<file path="config.mk">
export PLATFORM = sky130hd
export DESIGN_NAME = matrix_scan_flat
export DESIGN_NICKNAME = d
export VERILOG_FILES = /design/src/rtl/matrix_scan_if.sv /design/src/rtl/matrix_scan.sv /design/src/flat_wrapper.sv
export SDC_FILE = /design/constraint.sdc
export NUM_CORES = 1
export LEC_CHECK = 0
export CAP_MARGIN = 15
export CELL_PAD_IN_SITES_DETAIL_PLACEMENT = 0
export CELL_PAD_IN_SITES_GLOBAL_PLACEMENT = 1
export CORE_MARGIN = 2
export CORE_UTILIZATION = 48
export CTS_CLUSTER_DIAMETER = 30
export DETAILED_ROUTE_END_ITERATION = 10
export GPL_ROUTABILITY_DRIVEN = 0
export PLACE_DENSITY = 0.79
export SLEW_MARGIN = 20
export SYNTH_ARGS = -nofsm -noshare
export SYNTH_HDL_FRONTEND = slang
export SYNTH_SLANG_ARGS = --single-unit
</file>
<file path="constraint.sdc">
create_clock -name clk -period 2.3 [get_ports clk]
set_input_delay 0.46 -clock clk [delete_from_list [all_inputs] [get_ports clk]]
set_output_delay 0.46 -clock clk [all_outputs]
set_load 0.02 [all_outputs]
</file>
<file path="src/rtl/matrix_scan_if.sv">
// Pattern-source / display-drive bundle for matrix_scan.
// master: pattern source and display controller; slave: the scanner itself.
interface matrix_scan_if #(
  parameter int unsigned ROWS = 16,
  parameter int unsigned COLS = 16
);
  localparam int unsigned ROW_W = (ROWS > 1) ? $clog2(ROWS) : 1;

  logic             scan_en;
  logic             wr_en;
  logic [ROW_W-1:0] wr_row;
  logic [COLS-1:0]  wr_data;
  logic             swap_req;
  logic [ROWS-1:0]  row_sel;
  logic [COLS-1:0]  col_out;
  logic             frame_start;
  logic             swap_done;

  modport master (
    output scan_en, wr_en, wr_row, wr_data, swap_req,
    input  row_sel, col_out, frame_start, swap_done
  );

  modport slave (
    input  scan_en, wr_en, wr_row, wr_data, swap_req,
    output row_sel, col_out, frame_start, swap_done
  );
endinterface

</file>
<file path="src/rtl/matrix_scan.sv">
// Row-multiplexed LED matrix scanner with a double-buffered frame store.
// The front buffer is scanned row by row with a blanking gap at the start of
// each dwell; the pattern source only ever writes the back buffer, and the two
// are exchanged at a frame boundary so a torn frame is never displayed.
module matrix_scan #(
  parameter int unsigned ROWS     = 16,
  parameter int unsigned COLS     = 16,
  parameter int unsigned SCAN_DIV = 256,
  parameter int unsigned BLANK    = 8
) (
  input logic          clk,
  input logic          rst,
  matrix_scan_if.slave bus
);
  localparam int unsigned ROW_W = (ROWS > 1) ? $clog2(ROWS) : 1;
  localparam int unsigned DIV_W = (SCAN_DIV > 1) ? $clog2(SCAN_DIV) : 1;

  localparam logic [ROW_W-1:0] RowLast  = ROW_W'(ROWS - 1);
  localparam logic [DIV_W-1:0] DivLast  = DIV_W'(SCAN_DIV - 1);
  localparam logic [DIV_W-1:0] BlankEnd = DIV_W'(BLANK);
  localparam logic [ROWS-1:0]  RowOne   = ROWS'(1);

  logic [ROW_W-1:0] row_cnt_q, row_cnt_d;
  logic [DIV_W-1:0] div_cnt_q, div_cnt_d;
  logic             front_q, front_d;
  logic             swap_pend_q, swap_pend_d;
  logic [ROWS-1:0]  row_sel_q, row_sel_d;
  logic [COLS-1:0]  col_out_q, col_out_d;
  logic             frame_start_q, frame_start_d;
  logic             swap_done_q, swap_done_d;
  logic             boundary;
  logic             do_swap;
  logic             wr_hit;

  // Frame store: index 0/1 selects the buffer, front_q names the displayed one.
  logic [1:0][ROWS-1:0][COLS-1:0] fb_q;

  assign wr_hit = bus.wr_en && (32'(bus.wr_row) < ROWS);

  // Next-state: scan counters, registered output phase, swap arbitration.
  always_comb begin
    row_cnt_d     = row_cnt_q;
    div_cnt_d     = div_cnt_q;
    row_sel_d     = '1;
    col_out_d     = '0;
    frame_start_d = 1'b0;
    boundary      = 1'b0;

    if (bus.scan_en) begin
      if (div_cnt_q >= BlankEnd) begin
        row_sel_d = ~(RowOne << row_cnt_q);
        col_out_d = fb_q[front_q][row_cnt_q];
      end
      frame_start_d = (row_cnt_q == '0) && (div_cnt_q == '0);
      if (div_cnt_q == DivLast) begin
        div_cnt_d = '0;
        boundary  = (row_cnt_q == RowLast);
        row_cnt_d = boundary ? '0 : row_cnt_q + ROW_W'(1);
      end else begin
        div_cnt_d = div_cnt_q + DIV_W'(1);
      end
    end else begin
      row_cnt_d = '0;
      div_cnt_d = '0;
    end

    // While disabled nothing is on screen, so a swap can apply immediately.
    do_swap     = (swap_pend_q || bus.swap_req) && (boundary || !bus.scan_en);
    front_d     = front_q ^ do_swap;
    swap_pend_d = (swap_pend_q || bus.swap_req) && !do_swap;
    swap_done_d = do_swap;
  end

  // Control and output registers.
  always_ff @(posedge clk or negedge rst) begin
    if (!rst) begin
      row_cnt_q     <= '0;
      div_cnt_q     <= '0;
      front_q       <= 1'b0;
      swap_pend_q   <= 1'b0;
      row_sel_q     <= '1;
      col_out_q     <= '0;
      frame_start_q <= 1'b0;
      swap_done_q   <= 1'b0;
    end else begin
      row_cnt_q     <= row_cnt_d;
      div_cnt_q     <= div_cnt_d;
      front_q       <= front_d;
      swap_pend_q   <= swap_pend_d;
      row_sel_q     <= row_sel_d;
      col_out_q     <= col_out_d;
      frame_start_q <= frame_start_d;
      swap_done_q   <= swap_done_d;
    end
  end

  // Back-buffer write; uses the pre-swap front so a coincident write joins the new frame.
  always_ff @(posedge clk or negedge rst) begin
    if (!rst) begin
      fb_q <= '0;
    end else if (wr_hit) begin
      fb_q[~front_q][bus.wr_row] <= bus.wr_data;
    end
  end

  assign bus.row_sel     = row_sel_q;
  assign bus.col_out     = col_out_q;
  assign bus.frame_start = frame_start_q;
  assign bus.swap_done   = swap_done_q;
endmodule

</file>
<file path="src/flat_wrapper.sv">
// flat-port wrapper written by rule: the top's interface ports become plain ports
module matrix_scan_flat 
#(
  parameter int unsigned ROWS     = 16,
  parameter int unsigned COLS     = 16,
  parameter int unsigned SCAN_DIV = 256,
  parameter int unsigned BLANK    = 8
)
  (clk, rst, bus_scan_en, bus_wr_en, bus_wr_row, bus_wr_data, bus_swap_req, bus_row_sel, bus_col_out, bus_frame_start, bus_swap_done);
  matrix_scan_if #(.ROWS(ROWS), .COLS(COLS)) bus_i ();
  input logic clk;
  input logic rst;
  input wire logic [$bits(bus_i.scan_en)-1:0] bus_scan_en;
  input wire logic [$bits(bus_i.wr_en)-1:0] bus_wr_en;
  input wire logic [$bits(bus_i.wr_row)-1:0] bus_wr_row;
  input wire logic [$bits(bus_i.wr_data)-1:0] bus_wr_data;
  input wire logic [$bits(bus_i.swap_req)-1:0] bus_swap_req;
  output wire logic [$bits(bus_i.row_sel)-1:0] bus_row_sel;
  output wire logic [$bits(bus_i.col_out)-1:0] bus_col_out;
  output wire logic [$bits(bus_i.frame_start)-1:0] bus_frame_start;
  output wire logic [$bits(bus_i.swap_done)-1:0] bus_swap_done;
  assign bus_i.scan_en = bus_scan_en;
  assign bus_i.wr_en = bus_wr_en;
  assign bus_i.wr_row = bus_wr_row;
  assign bus_i.wr_data = bus_wr_data;
  assign bus_i.swap_req = bus_swap_req;
  assign bus_row_sel = bus_i.row_sel;
  assign bus_col_out = bus_i.col_out;
  assign bus_frame_start = bus_i.frame_start;
  assign bus_swap_done = bus_i.swap_done;
  matrix_scan #(.ROWS(ROWS), .COLS(COLS), .SCAN_DIV(SCAN_DIV), .BLANK(BLANK)) u_core (.clk(clk), .rst(rst), .bus(bus_i));
endmodule
</file>
==> summary.txt <==
Status
  – Result of the run: finished, final reports clean

Global routing
  – Global-route wire length before repair: 97500 µm
  – Largest net degree at the start of global routing: a little under 80
  – Initial antenna violation count: 1
  – Number of global-route vias before repair: approximately 17000
  – Overflow after GRT: 0
  – Total GRT Usage: 23.7%

Placement
  – Placed cell count: ~2500
  – DPL Wire Length: ~36000 µm
  – I/O Buffers: 58

CTS
  – Clk root buf: clkbuf_16
  – Total CTS buffers: 113
  – Maximum clock path buffer count: 3
  – Clock-pin slew on the worst setup and hold paths: ~50 ps
  – Clock tree from TritonCTS: done
  – Sink Count: between 500 and 600
  – Max H-tree Level: 3
  – Insertion delay of the later-clocked pin in the worst-skew pair: 640 ps

Timing
  – Slew at the pin closest to its max-slew limit: about 590 ps
  – Final Slew Violations: 0
  – Headroom to the max-slew limit: around three fifths
  – # setup viols final: 0
  – Tightest hold margin: 361 ps
  – Upper clock frequency limit: ~440 MHz
  – Tmin final: between 2000 and 2500 ps
  – Maximum clock skew at final layout: ~26 ps
  – Hold Vio Cnt, Final: 0
  – Final worst path period share: between 90% and 100%

Finish
  – Area added between synthesis and finish: 26.5%
  – Post-route non-filler standard cell count: ~2700
  – Post-layout nets: slightly below 2000
  – Fraction of final layout cells sized beyond drive strength 1: 50.8%

Worst setup path
  – Cell Chain, Critical Path: buf_12 -> buf_4 -> clkbuf_16 -> mux2i_1 -> o22ai_1 -> o21ai_0 -> nand3_1
  – Critical Path Max Stage Delay: 540 ps
  – Startpoint Class: flip-flop
  – Required time at the worst-slack endpoint: 2790 ps
  – Top delay family on crit path: buffers and inverters
  – Arrival time at the worst endpoint: between 2000 and 3000 ps
  – Cell with the largest stage delay on the worst path: dfrtp_4
  – Crit path capture type: flip-flop
  – Critical-path maximum fanout: 19
  – Count of buffer and inverter cells on the critical path: 3
  – Critical path class: flip-flop to flip-flop

Floorplan
  – Starting Density: about 48%
  – Row count: 84
  – Die width: about 230 µm
  – DIE AREA: approximately 55000 µm²
  – Number of ports placed on the die boundary: 59
  – Height of the die: approximately 230 µm
  – Core Area: 52300 µm²

Detailed routing
  – Iter 0 DRT Violations: around 840
  – Final WL: 62800 µm
  – Count of vias placed by the detailed router: between 15000 and 20000
  – TritonRoute pass-1 iters: 5
  – Via count normalized by instance count: around 5.8
  – Detailed-route DRC error count: 0
  – DR WL/cell: roughly 23 µm
  – Post-detailed-route count of antenna-violating nets: 0

Synth
  – Post-synthesis cell type count: between 40 and 50
  – Share of the synthesized area in the top cell type: between 50% and 60%
  – Flops & latches, synth: 560
  – Synthesized Nets: between 1500 and 2000
  – Synth top area cells: dfrtp_1 54%, mux2_2 24%, mux4_2 5.7%
  – Sequential element share of the synthesized area: between 50% and 60%
  – Yosys warns: 0
  – Avg Cell Area, Syn: roughly 15 µm²
  – Synthesized instance count: 1711
  – Cell type with the largest total area after synthesis: dfrtp_1
  – Number of enable flip-flop cells after synthesis: 0
  – Synth Cell Area: about 25000 µm²
  – Asr flop ratio synth: 100%
  – Primary flip-flop cell chosen by synthesis mapping: dfrtp_1

Hold path
  – Worst hold path class: primary input to asynchronous set/reset pin

Power
  – Pwr per Cell Area: between 1000 and 1500 nW/µm²
  – Pleak: around 0.014 µW
  – Total power draw: roughly 42000 µW
  – Maximum ir drop on the vdd rail: between 0.8 and 0.9 mV

Flow run
  – Count of max-cap constraint violations: 0
## path summary, 6_finish.rpt
check	start	endpoint	slack, ps	cells past startpoint
hold reg to reg	u_core.fb_q[316]	u_core.fb_q[316]	490	1
setup reg to reg	u_core.front_q	u_core.bus.col_out[1]	20	7
max in group asynchronous	rst	u_core.bus.col_out[7]	1150	3
setup / recovery	u_core.front_q	u_core.bus.col_out[1]	20	7
hold / removal	rst	u_core.fb_q[300]	360	2
min in group clk	bus_swap_req	u_core.swap_pend_q	470	3
## state kept, by name, summed over array words and instances, names as in the netlist
register / flops
u_core.front_q: 1
u_core.row_cnt_q: 4
u_core.bus.swap_done: 1
u_core.bus.col_out: 16
u_core.bus.frame_start: 1
u_core.div_cnt_q: 8
u_core.swap_pend_q: 1
u_core.bus.row_sel: 16
u_core.fb_q: 512
## cell usage in the layout, fill, tap and decap left out, types with 19 or more instances in the layout
cell and count:
buf_12 60, buf_4 89, o21ai_0 29, dfrtp_1 542, mux2_2 541, mux4_2 64, nand3_1 26, nand2_1 28
clkinv_2 23, mux2i_1 131, o22ai_1 64, clkbuf_8 19, clkbuf_16 116, clkdlybuf4s50_1 57
## report_power, final
part / internal (µW) / total [µW] / switching, µW
Sequential: 13700 / 15700 / 2000
Clock: 11500 / 16700 / 5260
Combinational: 6030 / 9570 / 3540
## through the flow
step | setup slack (ps) | utilization (%) | TNS [ps] | instance area, µm²
3_3_place_gp | -137 | 53.3 | -503 | 27900
4_1_cts | 2.11 | 60.9 | 0 | 31900
2_1_floorplan | 319 | - | 0 | 25300
5_1_grt | -17.6 | 61.1 | -50.2 | 32000
6_report | 15.6 | 61.1 | 0 | 32000
3_5_place_dp | -164 | 53.3 | -805 | 27900
## Yosys cell counts, types with 5 or more instances
cell type	instances
a22oi_1	16
buf_2	45
buf_4	22
clkbuf_1	78
dfrtp_1	544
dfstp_2	16
ha_1	8
inv_1	5
mux2_2	541
mux2i_1	131
mux4_2	64
nand2_1	28
nand2b_1	8
nand3_1	26
nor2_1	12
nor2_2	11
nor2b_1	8
o21ai_0	33
o22ai_1	64
## cell families (layout without fill, tap and decap cells)
logic type	after synthesis	in the layout	share of synthesized area, %
compound gates	122	122	3.00
xor+xnor	6	6	0.208
fa+ha+maj	8	8	0.396
buf+inv	154	426	2.92
flops	560	560	55.5
mux	739	739	35.1
other cells	0	2	0
simple gates	122	122	2.89
## area by class of cell
cell class / instances / area (µm²)
antenna: 2 / 5.00
clock buffer: 149 / 3200
clock inverter: 61 / 783
fill: 3859 / 20400
inverter: 6 / 22.5
multi-input combinational: 997 / 10600
sequential: 560 / 14000
tap: 688 / 861
timing repair buffer: 210 / 2520
## repair_timing
item | CTS | global route
hold buffers | 1 | 0
cloned | 0 | 1
buffers inserted | 0 | 5
hold endpoints to repair | 34 | 0
setup endpoints to repair | 3 | 10
pin swaps | 0 | 0
gates resized for setup | 4 | 7
## worst reg2reg max path, cell delays in order, from the launching register on
cell,delay [ps]
dfrtp_4,540
buf_12,230
buf_4,190
clkbuf_16,210
mux2i_1,250
o22ai_1,140
o21ai_0,420
nand3_1,150
## routing by layer
layer / share of wire [%] / global-route usage [%]
met1: 44 / 32.3
met2: 48 / 37.9
met3: 4.8 / 4.43
met4: 3.1 / 8.98
met5: 0 / 0
Power figures use the tool's default switching activity.
